<file path="src/rtl/conv_window_mac.sv">
// Window multiply-accumulate engine: sums K*K pixel*weight pairs per output pixel,
// saturates to IW+KW bits and hands each result to the output FIFO with a one-cycle strobe.
module conv_window_mac #(
  parameter int IMAGE_PIXEL_WIDTH  = 8,
  parameter int KERNEL_PIXEL_WIDTH = 8,
  parameter int KERNEL_SIZE        = 5,
  parameter int WINDOW_COUNT_WIDTH = 16
) (
  input  logic                                          clock,
  input  logic                                          rst_n,
  input  logic                                          start,
  input  logic [WINDOW_COUNT_WIDTH-1:0]                 num_windows,
  input  logic                                          pixel_valid,
  output logic                                          pixel_ready,
  input  logic [IMAGE_PIXEL_WIDTH-1:0]                  pixel,
  input  logic [KERNEL_PIXEL_WIDTH-1:0]                 weight,
  input  logic                                          fifo_full,
  output logic [IMAGE_PIXEL_WIDTH+KERNEL_PIXEL_WIDTH-1:0] data_out,
  output logic                                          oen,
  output logic                                          done,
  output logic                                          busy
);

  localparam int TAPS  = KERNEL_SIZE * KERNEL_SIZE;
  localparam int OW    = IMAGE_PIXEL_WIDTH + KERNEL_PIXEL_WIDTH;
  localparam int AW    = OW + $clog2(TAPS);
  localparam int TAP_W = (TAPS > 1) ? $clog2(TAPS) : 1;
  localparam logic [TAP_W-1:0] LAST_TAP = TAP_W'(TAPS - 1);

  typedef enum logic [1:0] {
    IDLE   = 2'd0,
    ACCUM  = 2'd1,
    EMIT   = 2'd2,
    FINISH = 2'd3
  } state_t;

  state_t                        state;
  logic [AW-1:0]                 acc;
  logic [TAP_W-1:0]              tap;
  logic [WINDOW_COUNT_WIDTH-1:0] win;
  logic [WINDOW_COUNT_WIDTH-1:0] num_lat;
  logic [OW-1:0]                 product;
  logic [AW-1:0]                 acc_next;
  logic [WINDOW_COUNT_WIDTH-1:0] win_next;

  // Any bits above the output width mean the window sum overflowed: clamp to all ones.
  function automatic logic [OW-1:0] sat(input logic [AW-1:0] x);
    if (|x[AW-1:OW]) begin
      return {OW{1'b1}};
    end else begin
      return x[OW-1:0];
    end
  endfunction

  assign product  = OW'(pixel) * OW'(weight);
  assign acc_next = acc + AW'(product);
  assign win_next = win + WINDOW_COUNT_WIDTH'(1);

  assign pixel_ready = (state == ACCUM);
  assign oen         = (state == EMIT) && !fifo_full;
  assign done        = (state == FINISH);
  assign busy        = (state != IDLE);

  // Control FSM with accumulator, tap/window counters and the held output pixel.
  always_ff @(posedge clock) begin
    if (!rst_n) begin
      state    <= IDLE;
      acc      <= '0;
      tap      <= '0;
      win      <= '0;
      num_lat  <= '0;
      data_out <= '0;
    end else begin
      case (state)
        IDLE: begin
          if (start) begin
            num_lat <= num_windows;
            acc     <= '0;
            tap     <= '0;
            win     <= '0;
            state   <= (num_windows == '0) ? FINISH : ACCUM;
          end else begin
            state <= IDLE;
          end
        end
        ACCUM: begin
          if (pixel_valid) begin
            if (tap == LAST_TAP) begin
              data_out <= sat(acc_next);
              acc      <= '0;
              tap      <= '0;
              state    <= EMIT;
            end else begin
              acc <= acc_next;
              tap <= tap + TAP_W'(1);
            end
          end else begin
            state <= ACCUM;
          end
        end
        EMIT: begin
          // data_out is held here until the FIFO can take it.
          if (!fifo_full) begin
            win   <= win_next;
            state <= (win_next == num_lat) ? FINISH : ACCUM;
          end else begin
            state <= EMIT;
          end
        end
        FINISH: begin
          state <= IDLE;
        end
        default: begin
          state <= IDLE;
        end
      endcase
    end
  end

endmodule

</file>
<file path="config.mk">
export PLATFORM = sky130hd
export DESIGN_NAME = conv_window_mac
export DESIGN_NICKNAME = d
export VERILOG_FILES = /design/src/rtl/conv_window_mac.sv
export SDC_FILE = /design/constraint.sdc
export NUM_CORES = 1
export LEC_CHECK = 0
export ABC_AREA = 1
export CAP_MARGIN = 20
export CORE_MARGIN = 3
export CORE_UTILIZATION = 55
export DETAILED_ROUTE_END_ITERATION = 6
export PLACE_DENSITY_LB_ADDON = 0.3
export SLEW_MARGIN = 20
export SYNTH_ARGS = -nofsm -noshare
export SYNTH_HDL_FRONTEND = slang
export SYNTH_SLANG_ARGS = --single-unit
export TNS_END_PERCENT = 100
</file>
<file path="constraint.sdc">
create_clock -name clock -period 13.63 [get_ports clock]
set_input_delay 4.089 -clock clock [delete_from_list [all_inputs] [get_ports clock]]
set_output_delay 4.089 -clock clock [all_outputs]
set_load 0.02 [all_outputs]
</file>
## Word level (Yosys, flattened, before mapping)

Cells that the tools add are included.

| cells by class | value |
|---|---|
| add/sub/neg operators | 3 |
| multiply operators | 1 |
| eq/ne operators | 9 |
| multiplexer cells | 19 |
| reductions and logical operators | 12 |

Operators by type and width:

| cell | number |
|---|---|
| 21-bit 2-to-1 mux | 3 |
| 16-bit 2-to-1 mux | 3 |
| 21-bit one-hot mux with 2 select lines | 1 |
| 16-bit one-hot mux with 2 select lines | 1 |
| 21-bit by 16-bit adder with 21-bit output | 1 |
| 16-bit by 1-bit adder with 16-bit output (second input constant) | 1 |
| 16-bit == test | 1 |
| 16-bit logical NOT | 1 |
| 8-bit by 8-bit multiplier with 16-bit output | 1 |
| 5-bit 2-to-1 mux | 3 |
| 2-bit 2-to-1 mux | 6 |
| 5-bit one-hot mux with 2 select lines | 1 |
| 3-bit AND reduction | 3 |
| 2-bit one-hot mux with 4 select lines | 1 |
| 2-bit inequality test (second input constant) | 3 |
| 2-bit nonzero test | 3 |
| 5-bit by 1-bit adder with 5-bit output (second input constant) | 1 |
| 5-bit == test (second input constant) | 1 |
| 5-bit OR reduction | 1 |
| 2-bit == test (second input constant) | 2 |
| 3-bit by 2-bit inequality test with 1-bit output (second input constant) | 1 |
| 2-bit by 1-bit == test with 1-bit output (second input constant) | 1 |
| 2-bit logical NOT | 1 |
| 2-bit AND reduction | 1 |
| other kinds (2) | 2 |

| word-level totals | value |
|---|---|
| register bits after elaboration | 76 |
| input port bits | 37 |
| output and inout port bits | 20 |
| word-level logic and storage cells | 50 |

## Longest topological paths before layout

| logic depth | value |
|---|---|
| depth after elaboration | 5 |
| depth in mapped cells | 26 |
| depth with buffers taken out | 24 |

## Worst setup path before layout

No wires, ideal clock.

| timing path | value |
|---|---|
| kind | input to output |
| from | input fifo_full |
| to | output oen |
| data arrival time | 4.705 ns |
| required time | 9.541 ns |
| path slack | 4.836 ns |
| cell stages on the path | 4 |
| path buffers | 1 |
| cell sequence | inv_1 -> nand2_1 -> clkinv_1 -> clkbuf_1 |

| between the ends | value |
|---|---|
| cells in the longest elaborated chain, start to end | 2 |

RTL lines:

| element | line | RTL |
|---|---|---|
| start: declaration | 17 | `input logic fifo_full,` |
| 1-bit logical NOT | -- |  |
| 1-bit logical AND | 60 | `assign oen = (state == EMIT) && !fifo_full;` |
| end: declaration | 19 | `output logic oen,` |

Every way passes these cells.

## Worst setup path after layout

Same ends and word-level chain as after synthesis.

==> out/summary.json <==
{
  "crit_arrival_ns": 5.82,
  "route.antenna.remaining_nets": 0,
  "vdd_drop_max_v": 0.0000967,
  "postSynth.asyncResetShare_pct": 0,
  "worstSkewPairLatency_ns": 0.33,
  "static-leakage-power_nw": 3.79,
  "final_min_period_over_clock_period_pct": 72.7,
  "numPortBuffers": 56,
  "power_density_nw_per_um2": 130,
  "hold_slack_final_ns": 0.462,
  "startpoint_type": "input port",
  "highest_clock_frequency_the_design_can_meet_mhz": 101,
  "fp.dieW_um": 118,
  "post_synth_most_frequent_cells": "sky130_fd_sc_hd__nand2_1, sky130_fd_sc_hd__inv_1, sky130_fd_sc_hd__a21oi_1",
  "cp_data_required_time_ns": 9.54,
  "holdPathStages": 2,
  "tritoncts": "done",
  "number_of_antenna_diodes": 0,
  "postCtsSetupRepairBufs": 0,
  "report.final.setup_viol": 0,
  "core_um2": 12100,
  "area_growth_from_synthesis_to_layout_pct": 12.4,
  "ys_seq_area_share_pct": 22.2,
  "wl_per_cell_um": 12.3,
  "row_count": 40,
  "synthFlopType": "sky130_fd_sc_hd__dfxtp_1",
  "initialDrtViolationCount": 428,
  "initial_core_util_pct": 56.7,
  "antenna_found_initial": 0,
  "crit_path_end_kind": "primary output",
  "cts_max_path_buffers": 2,
  "tightestPinTransition_ns": 0.974,
  "dr_total_vias": 5851,
  "tritoncts.num_buffers": 9,
  "post_dp_cell_area_um2": 7430,
  "floorplan.die_area_um2": 13800,
  "worst_slew_margin_rel_pct": 34.9,
  "gp_congestion": 0.889,
  "final.setup_skew_ns": 0.00468,
  "post_synth_inst_count": 977,
  "top_level_ports": 57,
  "finalPower_w": 0.00100,
  "synth_top_cell_by_area": "sky130_fd_sc_hd__dfxtp_1",
  "final_layout_size_suffix_gt1_share_pct": 5.23,
  "netlist.area_leader.share_pct": 22.2,
  "hpwl_mm": 11.3,
  "synth_nets": 1108,
  "synth.area.top_cells": "sky130_fd_sc_hd__dfxtp_1, sky130_fd_sc_hd__fa_1, sky130_fd_sc_hd__nand2_1",
  "timing_hold_violations_final": 0,
  "cts-hold-fix-buffers": 0,
  "synth.most_common_cell": "sky130_fd_sc_hd__nand2_1",
  "avgViaCountPerCell": 4.95,
  "netlist-cell-type-count": 47,
  "yosys_warnings": 0,
  "final_core_util_pct": 63.8,
  "global_route.usage.total_pct": 22.2,
  "fin_crit_ns": 9.90,
  "timing.reg2reg.worst_path_depth": 20,
  "vertical_die_dimension_um": 118,
  "postSynthRegisterBits": 76,
  "maximum_number_of_pins_on_one_net_before_global_route_repair": 59,
  "syn_area_per_cell_um2": 7.00,
  "max_cap_viol_count": 0,
  "global_route.overflow_total": 0,
  "path_class": "input port to primary output",
  "final_design_area_no_fill_um2": 7690,
  "number_of_global_route_vias_before_repair": 5545,
  "mappedNetlistArea_um2": 6840,
  "grt_setup_unrepaired": "false",
  "cts_root_buffer_type": "sky130_fd_sc_hd__clkbuf_16",
  "cts_max_level": 3,
  "dr.pass1.iters": 5,
  "drc": 0,
  "design.final.nets": 1141,
  "final_max_slew_viol_count": 0,
  "postRouteWirelength_mm": 14.5,
  "worstPathMaxFanout": 17,
  "grt_pass1_wl_mm": 25.8,
  "cts_num_sinks": 76,
  "tns_ns": 0,
  "outcome": "finished, final reports clean",
  "clkSlewWorstSetupHoldPaths_ns": 0.06,
  "synth_enable_flop_cells": 0,
  "post_cts_resized": 0,
  "min-delay-path-class": "flop to flop"
}
==> final cells by class <==
| type | count | area [um2] |
|---|---|---|
| Clock buffer | 11 | 233 |
| Clock inverter | 4 | 27.5 |
| Fill cell | 1107 | 4370 |
| Inverter | 222 | 833 |
| Multi-Input combinational cell | 642 | 4280 |
| Sequential cell | 76 | 1520 |
| Tap cell | 168 | 210 |
| Timing Repair Buffer | 59 | 583 |
==> worst max-delay path, cell delays in order <==
cell and delay [ns]:
sky130_fd_sc_hd__clkdlybuf4s50_1 0.45, sky130_fd_sc_hd__inv_1 0.04, sky130_fd_sc_hd__nand2_1 0.09, sky130_fd_sc_hd__clkinv_1 0.44
sky130_fd_sc_hd__clkdlybuf4s50_1 0.70
==> worst paths after layout <==
check,startpoint,to,slack (ns)
hold / removal,acc[3],acc[3],0.46
setup reg to reg,acc[6],data_out[2],9.08
setup / recovery,fifo_full,oen,3.73
hold reg to reg,acc[3],acc[3],0.46
==> routing by layer <==
metal  up-vias  global-route usage, %  wire length (um)
met5         -                      0                 0
met1      2685                   32.3              7170
li1       3021                      -                 -
met3        15                   2.93               649
met4         0                   5.93               191
met2       130                   35.0              6540
==> kinds of logic after synthesis <==
family / after synthesis / share of synthesized area (%)
AOI/OAI and AO/OA: 123 / 10.4
and+or+nand+nor: 400 / 25.6
adders and majority gates: 94 / 22.7
xor gates and xnor gates: 25 / 3.90
buffers and inverters: 259 / 15.2
DFF: 76 / 22.2
==> cells in the final DEF, fill, tap and decap left out, types with 2 or more instances in the layout <==
cell type,netlist,final
sky130_fd_sc_hd__clkinv_2,0,2
sky130_fd_sc_hd__xor2_1,15,15
sky130_fd_sc_hd__nand2_4,5,5
sky130_fd_sc_hd__o211ai_1,2,2
sky130_fd_sc_hd__a21oi_4,2,2
sky130_fd_sc_hd__nand2_2,6,6
sky130_fd_sc_hd__nor2_2,3,4
sky130_fd_sc_hd__nor4_1,3,3
sky130_fd_sc_hd__xnor2_1,7,7
sky130_fd_sc_hd__a211oi_1,2,2
sky130_fd_sc_hd__clkbuf_1,25,2
sky130_fd_sc_hd__fa_1,50,50
sky130_fd_sc_hd__inv_2,2,2
sky130_fd_sc_hd__dfxtp_1,76,76
sky130_fd_sc_hd__clkdlybuf4s50_1,0,56
sky130_fd_sc_hd__o21ai_0,24,24
sky130_fd_sc_hd__nor2_1,73,72
sky130_fd_sc_hd__inv_1,218,217
sky130_fd_sc_hd__clkinv_1,2,3
sky130_fd_sc_hd__nand3_2,10,10
sky130_fd_sc_hd__o21bai_1,4,4
sky130_fd_sc_hd__clkbuf_16,0,9
sky130_fd_sc_hd__nand3b_1,4,4
sky130_fd_sc_hd__nor3_1,5,5
sky130_fd_sc_hd__a22oi_1,2,2
sky130_fd_sc_hd__ha_1,44,44
sky130_fd_sc_hd__nand3_1,48,48
sky130_fd_sc_hd__clkinv_4,0,2
sky130_fd_sc_hd__nand2_1,234,234
sky130_fd_sc_hd__buf_4,0,3
sky130_fd_sc_hd__a21oi_1,79,79
sky130_fd_sc_hd__nand4_1,5,5
==> power breakdown <==
group	leakage (nW)	switching, W	total [W]	internal [W]
combinational	3.04	0.000351	0.000546	0.000195
clock	0.129	0.0000911	0.000213	0.000122
sequential	0.617	0.00000773	0.000243	0.000235
==> through the flow <==
step,std cells,setup slack (ns)
after CTS,1182,3.73
final,1182,3.73
after global placement,1167,3.76
after detailed placement,1167,3.74
after floorplan,977,4.84
after global routing,1182,3.60
==> state kept, by name, indices dropped and copies added (netlist names) <==
name	flops
win	16
num_lat	16
state	2
data_out	16
acc	21
tap	5
No activity file was read; power rests on OpenSTA's default activity.
